File: config.mk
export PLATFORM = sky130hd
export DESIGN_NAME = mem_arbiter_multi
export DESIGN_NICKNAME = d
export VERILOG_FILES = /design/src/rtl/mem_arb_pkg.sv /design/src/rtl/rr_arbiter.sv /design/src/rtl/mem_arbiter_multi.sv
export SDC_FILE = /design/constraint.sdc
export NUM_CORES = 1
export LEC_CHECK = 0
export CELL_PAD_IN_SITES_DETAIL_PLACEMENT = 1
export CELL_PAD_IN_SITES_GLOBAL_PLACEMENT = 2
export CORE_UTILIZATION = 25
export CTS_BUF_LIST = sky130_fd_sc_hd__clkbuf_16
export CTS_CLUSTER_DIAMETER = 200
export DETAILED_ROUTE_END_ITERATION = 10
export PLACE_DENSITY = 0.82
export REMOVE_ABC_BUFFERS = 1
export SLEW_MARGIN = 20
export SYNTH_ARGS = -nofsm -noshare
export SYNTH_HDL_FRONTEND = slang
export SYNTH_SLANG_ARGS = --single-unit
File: constraint.sdc
create_clock -name clk_i -period 7.25 [get_ports clk_i]
set_clock_uncertainty 0.1 [all_clocks]
set_input_delay 1.45 -clock clk_i [delete_from_list [all_inputs] [get_ports clk_i]]
set_output_delay 1.45 -clock clk_i [all_outputs]
set_load 0.05 [all_outputs]
File: src/rtl/mem_arb_pkg.sv
// Shared encodings for the memory arbiter family: FSM states, op codes, priority modes.
// Combinational-only package; no latency or flow control of its own.
package mem_arb_pkg;

  localparam logic [1:0] ST_IDLE = 2'd0;
  localparam logic [1:0] ST_BUSY = 2'd1;
  localparam logic [1:0] ST_RESP = 2'd2;

  localparam logic OP_RD = 1'b0;
  localparam logic OP_WR = 1'b1;

  localparam int PRIO_FIXED = 0;
  localparam int PRIO_RR    = 1;

endpackage

File: src/rtl/rr_arbiter.sv
// N-way arbiter, fixed (lowest index) or round-robin; grant is combinational from req.
// Pointer moves to winner+1 only on accept, so an unaccepted grant never perturbs fairness.
module rr_arbiter
  import mem_arb_pkg::*;
#(
  parameter int N     = 3,
  parameter int RR_EN = PRIO_RR
) (
  input  logic                 clk_i,
  input  logic                 rst_i,
  input  logic [N-1:0]         req,
  input  logic                 accept,
  output logic [N-1:0]         gnt,
  output logic [$clog2(N)-1:0] gnt_idx,
  output logic                 gnt_vld
);

  localparam int IW = $clog2(N);

  logic [IW-1:0] ptr_q;
  logic [N-1:0]  hi_mask;
  logic [N-1:0]  sel;

  // Requesters at or above the pointer go first; if none, wrap to the full vector.
  always_comb begin
    hi_mask = '0;
    for (int k = 0; k < N; k++) begin
      hi_mask[k] = (RR_EN == PRIO_RR) && (IW'(k) >= ptr_q);
    end
    sel = ((req & hi_mask) != '0) ? (req & hi_mask) : req;
    gnt_idx = '0;
    for (int k = N - 1; k >= 0; k--) begin
      if (sel[k]) gnt_idx = IW'(k);
    end
    gnt_vld = |req;
    gnt     = gnt_vld ? (N'(1) << gnt_idx) : '0;
  end

  always_ff @(posedge clk_i) begin
    if (rst_i) begin
      ptr_q <= '0;
    end else if (accept) begin
      ptr_q <= (gnt_idx == IW'(N - 1)) ? '0 : gnt_idx + 1'b1;
    end
  end

endmodule

File: src/rtl/mem_arbiter_multi.sv
// N-master read/write funnel onto one memory port; request->strobe 1 cycle, >=3 cycles/transaction.
// Masters hold requests until their one-cycle ready pulse; memory stalls via mem_ready_i.
module mem_arbiter_multi
  import mem_arb_pkg::*;
#(
  parameter int N_MASTERS = 3,
  parameter int ADDR_W    = 32,
  parameter int DATA_W    = 32,
  parameter int RR_EN     = 1
) (
  input  logic                          clk_i,
  input  logic                          rst_i,
  input  logic [N_MASTERS-1:0]          m_rd_i,
  input  logic [N_MASTERS-1:0]          m_wr_i,
  input  logic [N_MASTERS*ADDR_W-1:0]   m_addr_i,
  input  logic [N_MASTERS*DATA_W-1:0]   m_wdata_i,
  input  logic [N_MASTERS*DATA_W/8-1:0] m_be_i,
  output logic [N_MASTERS-1:0]          m_ready_o,
  output logic [N_MASTERS*DATA_W-1:0]   m_rdata_o,
  input  logic                          mem_ready_i,
  input  logic [DATA_W-1:0]             mem_rdata_i,
  output logic                          mem_rd_o,
  output logic                          mem_wr_o,
  output logic [ADDR_W-1:0]             mem_addr_o,
  output logic [DATA_W-1:0]             mem_wdata_o,
  output logic [DATA_W/8-1:0]           mem_be_o,
  output logic [N_MASTERS-1:0]          grant_o
);

  localparam int BE_W = DATA_W / 8;
  localparam int IW   = $clog2(N_MASTERS);

  typedef struct packed {
    logic              op;
    logic [ADDR_W-1:0] addr;
    logic [DATA_W-1:0] wdata;
    logic [BE_W-1:0]   be;
  } cmd_t;

  logic [1:0]           state_q;
  cmd_t                 cmd_q;
  cmd_t                 cmd_d;
  logic [IW-1:0]        own_q;
  logic [N_MASTERS-1:0] grant_q;
  logic [DATA_W-1:0]    rdata_q [N_MASTERS];

  logic [ADDR_W-1:0]    addr_a  [N_MASTERS];
  logic [DATA_W-1:0]    wdata_a [N_MASTERS];
  logic [BE_W-1:0]      be_a    [N_MASTERS];

  logic [N_MASTERS-1:0] req;
  logic [N_MASTERS-1:0] arb_gnt;
  logic [IW-1:0]        arb_idx;
  logic                 arb_vld;
  logic                 accept;

  for (genvar k = 0; k < N_MASTERS; k++) begin : g_slice
    assign addr_a[k]  = m_addr_i[k*ADDR_W +: ADDR_W];
    assign wdata_a[k] = m_wdata_i[k*DATA_W +: DATA_W];
    assign be_a[k]    = m_be_i[k*BE_W +: BE_W];
    assign m_rdata_o[k*DATA_W +: DATA_W] = rdata_q[k];
  end

  assign req    = (m_rd_i | m_wr_i) & ~m_ready_o;
  assign accept = (state_q == ST_IDLE) && arb_vld;

  rr_arbiter #(
    .N     (N_MASTERS),
    .RR_EN (RR_EN)
  ) u_arb (
    .clk_i   (clk_i),
    .rst_i   (rst_i),
    .req     (req),
    .accept  (accept),
    .gnt     (arb_gnt),
    .gnt_idx (arb_idx),
    .gnt_vld (arb_vld)
  );

  // Write wins when a master raises both; reads always present full byte enables.
  always_comb begin
    cmd_d.op    = m_wr_i[arb_idx] ? OP_WR : OP_RD;
    cmd_d.addr  = addr_a[arb_idx];
    cmd_d.wdata = wdata_a[arb_idx];
    cmd_d.be    = m_wr_i[arb_idx] ? be_a[arb_idx] : '1;
  end

  always_ff @(posedge clk_i) begin
    if (rst_i) begin
      state_q <= ST_IDLE;
      cmd_q   <= '0;
      own_q   <= '0;
      grant_q <= '0;
      for (int k = 0; k < N_MASTERS; k++) rdata_q[k] <= '0;
    end else begin
      case (state_q)
        ST_IDLE: begin
          if (accept) begin
            state_q <= ST_BUSY;
            cmd_q   <= cmd_d;
            own_q   <= arb_idx;
            grant_q <= arb_gnt;
          end
        end
        ST_BUSY: begin
          if (mem_ready_i) begin
            state_q <= ST_RESP;
            if (cmd_q.op == OP_RD) rdata_q[own_q] <= mem_rdata_i;
          end
        end
        ST_RESP: begin
          state_q <= ST_IDLE;
          grant_q <= '0;
        end
        default: begin
          state_q <= ST_IDLE;
          grant_q <= '0;
        end
      endcase
    end
  end

  assign grant_o     = grant_q;
  assign m_ready_o   = (state_q == ST_RESP) ? grant_q : '0;
  assign mem_rd_o    = (state_q == ST_BUSY) && (cmd_q.op == OP_RD);
  assign mem_wr_o    = (state_q == ST_BUSY) && (cmd_q.op == OP_WR);
  assign mem_addr_o  = cmd_q.addr;
  assign mem_wdata_o = cmd_q.wdata;
  assign mem_be_o    = cmd_q.be;

endmodule

==> results.cfg <==
[run_status]
status = finished, final reports clean

[clock_tree]
clockBufferDepth = 2
postCtsSetupBuffers = 0
cts_buffers = 17
cts.sinks = 173
cts_hold_buffers = 0
clkLatencyLatePin_ns = 0.42
cts_resized = 0
cts_tree = built
h-tree-depth = 4
clkTransAtPathRegs_ns = 0.07
clock_tree.root_cell = clkbuf_16

[worst_setup_path]
worstPathArrival_ns = 4.67
cp_common_cell = buf_4
cp_max_fo = 36
slowest_delay_ns = 0.85
cp.required_ns = 7.50
crit_path_end_kind = register
crit_type = primary input to register
crit_chain = clkdlybuf4s50_1 > or2_2 > a222oi_1 > nor3_1 > buf_4 > nor2_4 > buf_4 > o2bb2ai_1
crit_slowest_cell = nor2_4
startpoint_type = primary input
rr_worst_depth = 7

[sta]
fmax_mhz = 226
period_needed_ns = 4.42
hold_viol_final = 0
slew_headroom_pct = 24.3
fin_ws_ns = 2.83
worst_slew_pin_slew_ns = 1.13
setup_tns_ns = 0
setup_viol = 0
report.final.slew_viol_count = 0
timing.final.crit_share_pct = 61.0
rsz0062_at_grt = false

[final_layout]
area_delta_synth_final_pct = 57.6
drive_gt1_share_pct = 5.89
fin_nets = 1301
fillCellCount = 3407

[synthesis]
synth_most_common_cell = and2_1
yosysWarnings = 0
synth-edff-count = 96
ys_top_cells_by_area = edfxtp_1, dfxtp_1, and2_1
synth_cells = 736
synth-seq-area-share_pct = 54.8
ys_ff_latch = 173
synth_top_area_cell = edfxtp_1
synth_area_mm2 = 0.00808
yosysUniqueCellTypes = 38
ys_async_sr_fraction_pct = 0
synthFlopType = edfxtp_1
ys_top_cells_by_count = and2_1, edfxtp_1, dfxtp_1
postSynthAreaPerCell_um2 = 11.0
synth_top_area_share_pct = 35.7

[drt]
routed_via_density = 4.77
drt-pass1-iter-count = 4
dr.first_iter.drc_count = 299
wl_mm = 31.7
post-route-drc-count = 0
wl_per_cell_um = 21.5
num_vias = 7023
postRouteAntennaNets = 0

[hold_path]
hp-class = register to register
hold_depth = 1

[die]
die_h_um = 182
core_area_mm2 = 0.0316
start_util_pct = 25.5
die_x_um = 182
pin_count = 417
dieArea_mm2 = 0.0330
fp-row-count = 65

[grt]
grt_overflow_total = 0
grt_max_degree = 73
grt_pass1_vias = 7457
grt_pass1_wl_mm = 47.4
grt_antenna_before_repair = 3
grt.total_usage_pct = 19.1

[power]
internal_power_mw = 1.98
p_clk_share_pct = 30.5
p_seq_share_pct = 38.5
report.power.total_mw = 3.06
p_sw_share_pct = 35.5
combPwrFrac_pct = 31.0
p_leak_nw = 4.67
power.switching_mw = 1.09
cellPowerDensity_mw_per_mm2 = 241
max-vdd-ir-drop_v = 0.000152

[placed_design]
portBuffers = 416
finalWeightedCongestion = 0.822
dp_hpwl_mm = 22.8
place_ws_ns = 2.34

[flow_run]
max_cap_viol_count = 0
==> logic make-up (layout without fill, tap and decap cells) <==
kind of cell,Yosys count,count (layout),synth area share [%]
other cells,0,2,0
compound gates,226,226,20.2
simple gates,204,204,15.5
buf+inv,133,466,9.51
flops,173,173,54.8
==> power by group through the flow <==
stage	Clock (mW)	Sequential [mW]	Combinational (mW)
floorplan	0	1.49	0.222
global placement	0	1.20	0.954
detailed placement	0	1.20	0.962
CTS	0.963	1.18	0.964
global route	1.00	1.19	1.00
finish	0.935	1.18	0.949
==> cell usage in the layout (no fill, tap or decap), drive strengths merged, types with 3 or more instances in the layout <==
master and n:
and3 69, dfxtp 77, clkinv 6, a21oi 6, a211oi 68, o221ai 4
nand2 9, nor3b 3, o2bb2ai 64, inv 12, o21ai 69, nor2 8
nand3b 3, clkbuf 17, or2 6, and2 97, o22ai 4, buf 12
clkdlybuf4s50 416, edfxtp 96
==> metrics by stage <==
stage | area, µm² | hold slack [ns] | std cells | util, %
2_1_floorplan | 7330 | 0.352 | 609 | -
3_3_place_gp | 12100 | 0.345 | 1439 | 38.4
3_5_place_dp | 12100 | 0.347 | 1439 | 38.4
4_1_cts | 12700 | 0.370 | 1471 | 40.2
5_1_grt | 12700 | 0.380 | 1472 | 40.2
6_report | 12700 | 0.364 | 1473 | 40.2
==> worst max-delay path, delay by kind of cell <==
family | cells | cell delay, ns
compound gates | 2 | 0.78
buf+inv | 3 | 1.15
simple gates | 3 | 1.25
==> layout make-up <==
cell class,count,area (µm²),area share [%]
multi-input cells,430,2940,23.1
well taps,402,503,3.95
clock inverters,15,160,1.26
clock buffers,17,425,3.34
diodes,2,5.00,0.0393
repair buffers,428,4250,33.4
flip-flops and latches,173,4420,34.8
inverters,6,22.5,0.177
==> path summary, 6_finish.rpt <==
check,slack [ns],start,end
min reg2reg,0.36,mem_addr_o[20],mem_addr_o[20]
max,2.83,m_wr_i[1],mem_wdata_o[16]
min,0.36,mem_addr_o[20],mem_addr_o[20]
max reg2reg,3.85,state_q[1],mem_wdata_o[16]
==> per-layer routing <==
metal / routed length [µm] / vias to the layer above / global-route usage (%) / share of wire (%)
li1: - / 3307 / - / -
met1: 12900 / 3362 / 22.1 / 41
met4: 495 / 4 / 6.00 / 1.6
met2: 15700 / 321 / 33.6 / 50
met3: 2580 / 29 / 6.00 / 8.1
met5: 23 / - / 0 / 0.073
==> flip-flops by register name (all words and copies together), names as in the netlist <==
signal / cells
rdata_q: 96
mem_addr_o: 32
mem_wdata_o: 32
mem_be_o: 4
grant_o: 3
state_q: 2
u_arb.ptr_q: 2
cmd_q: 1
own_q: 1
Note: power is estimated with default switching activity, not from simulation.
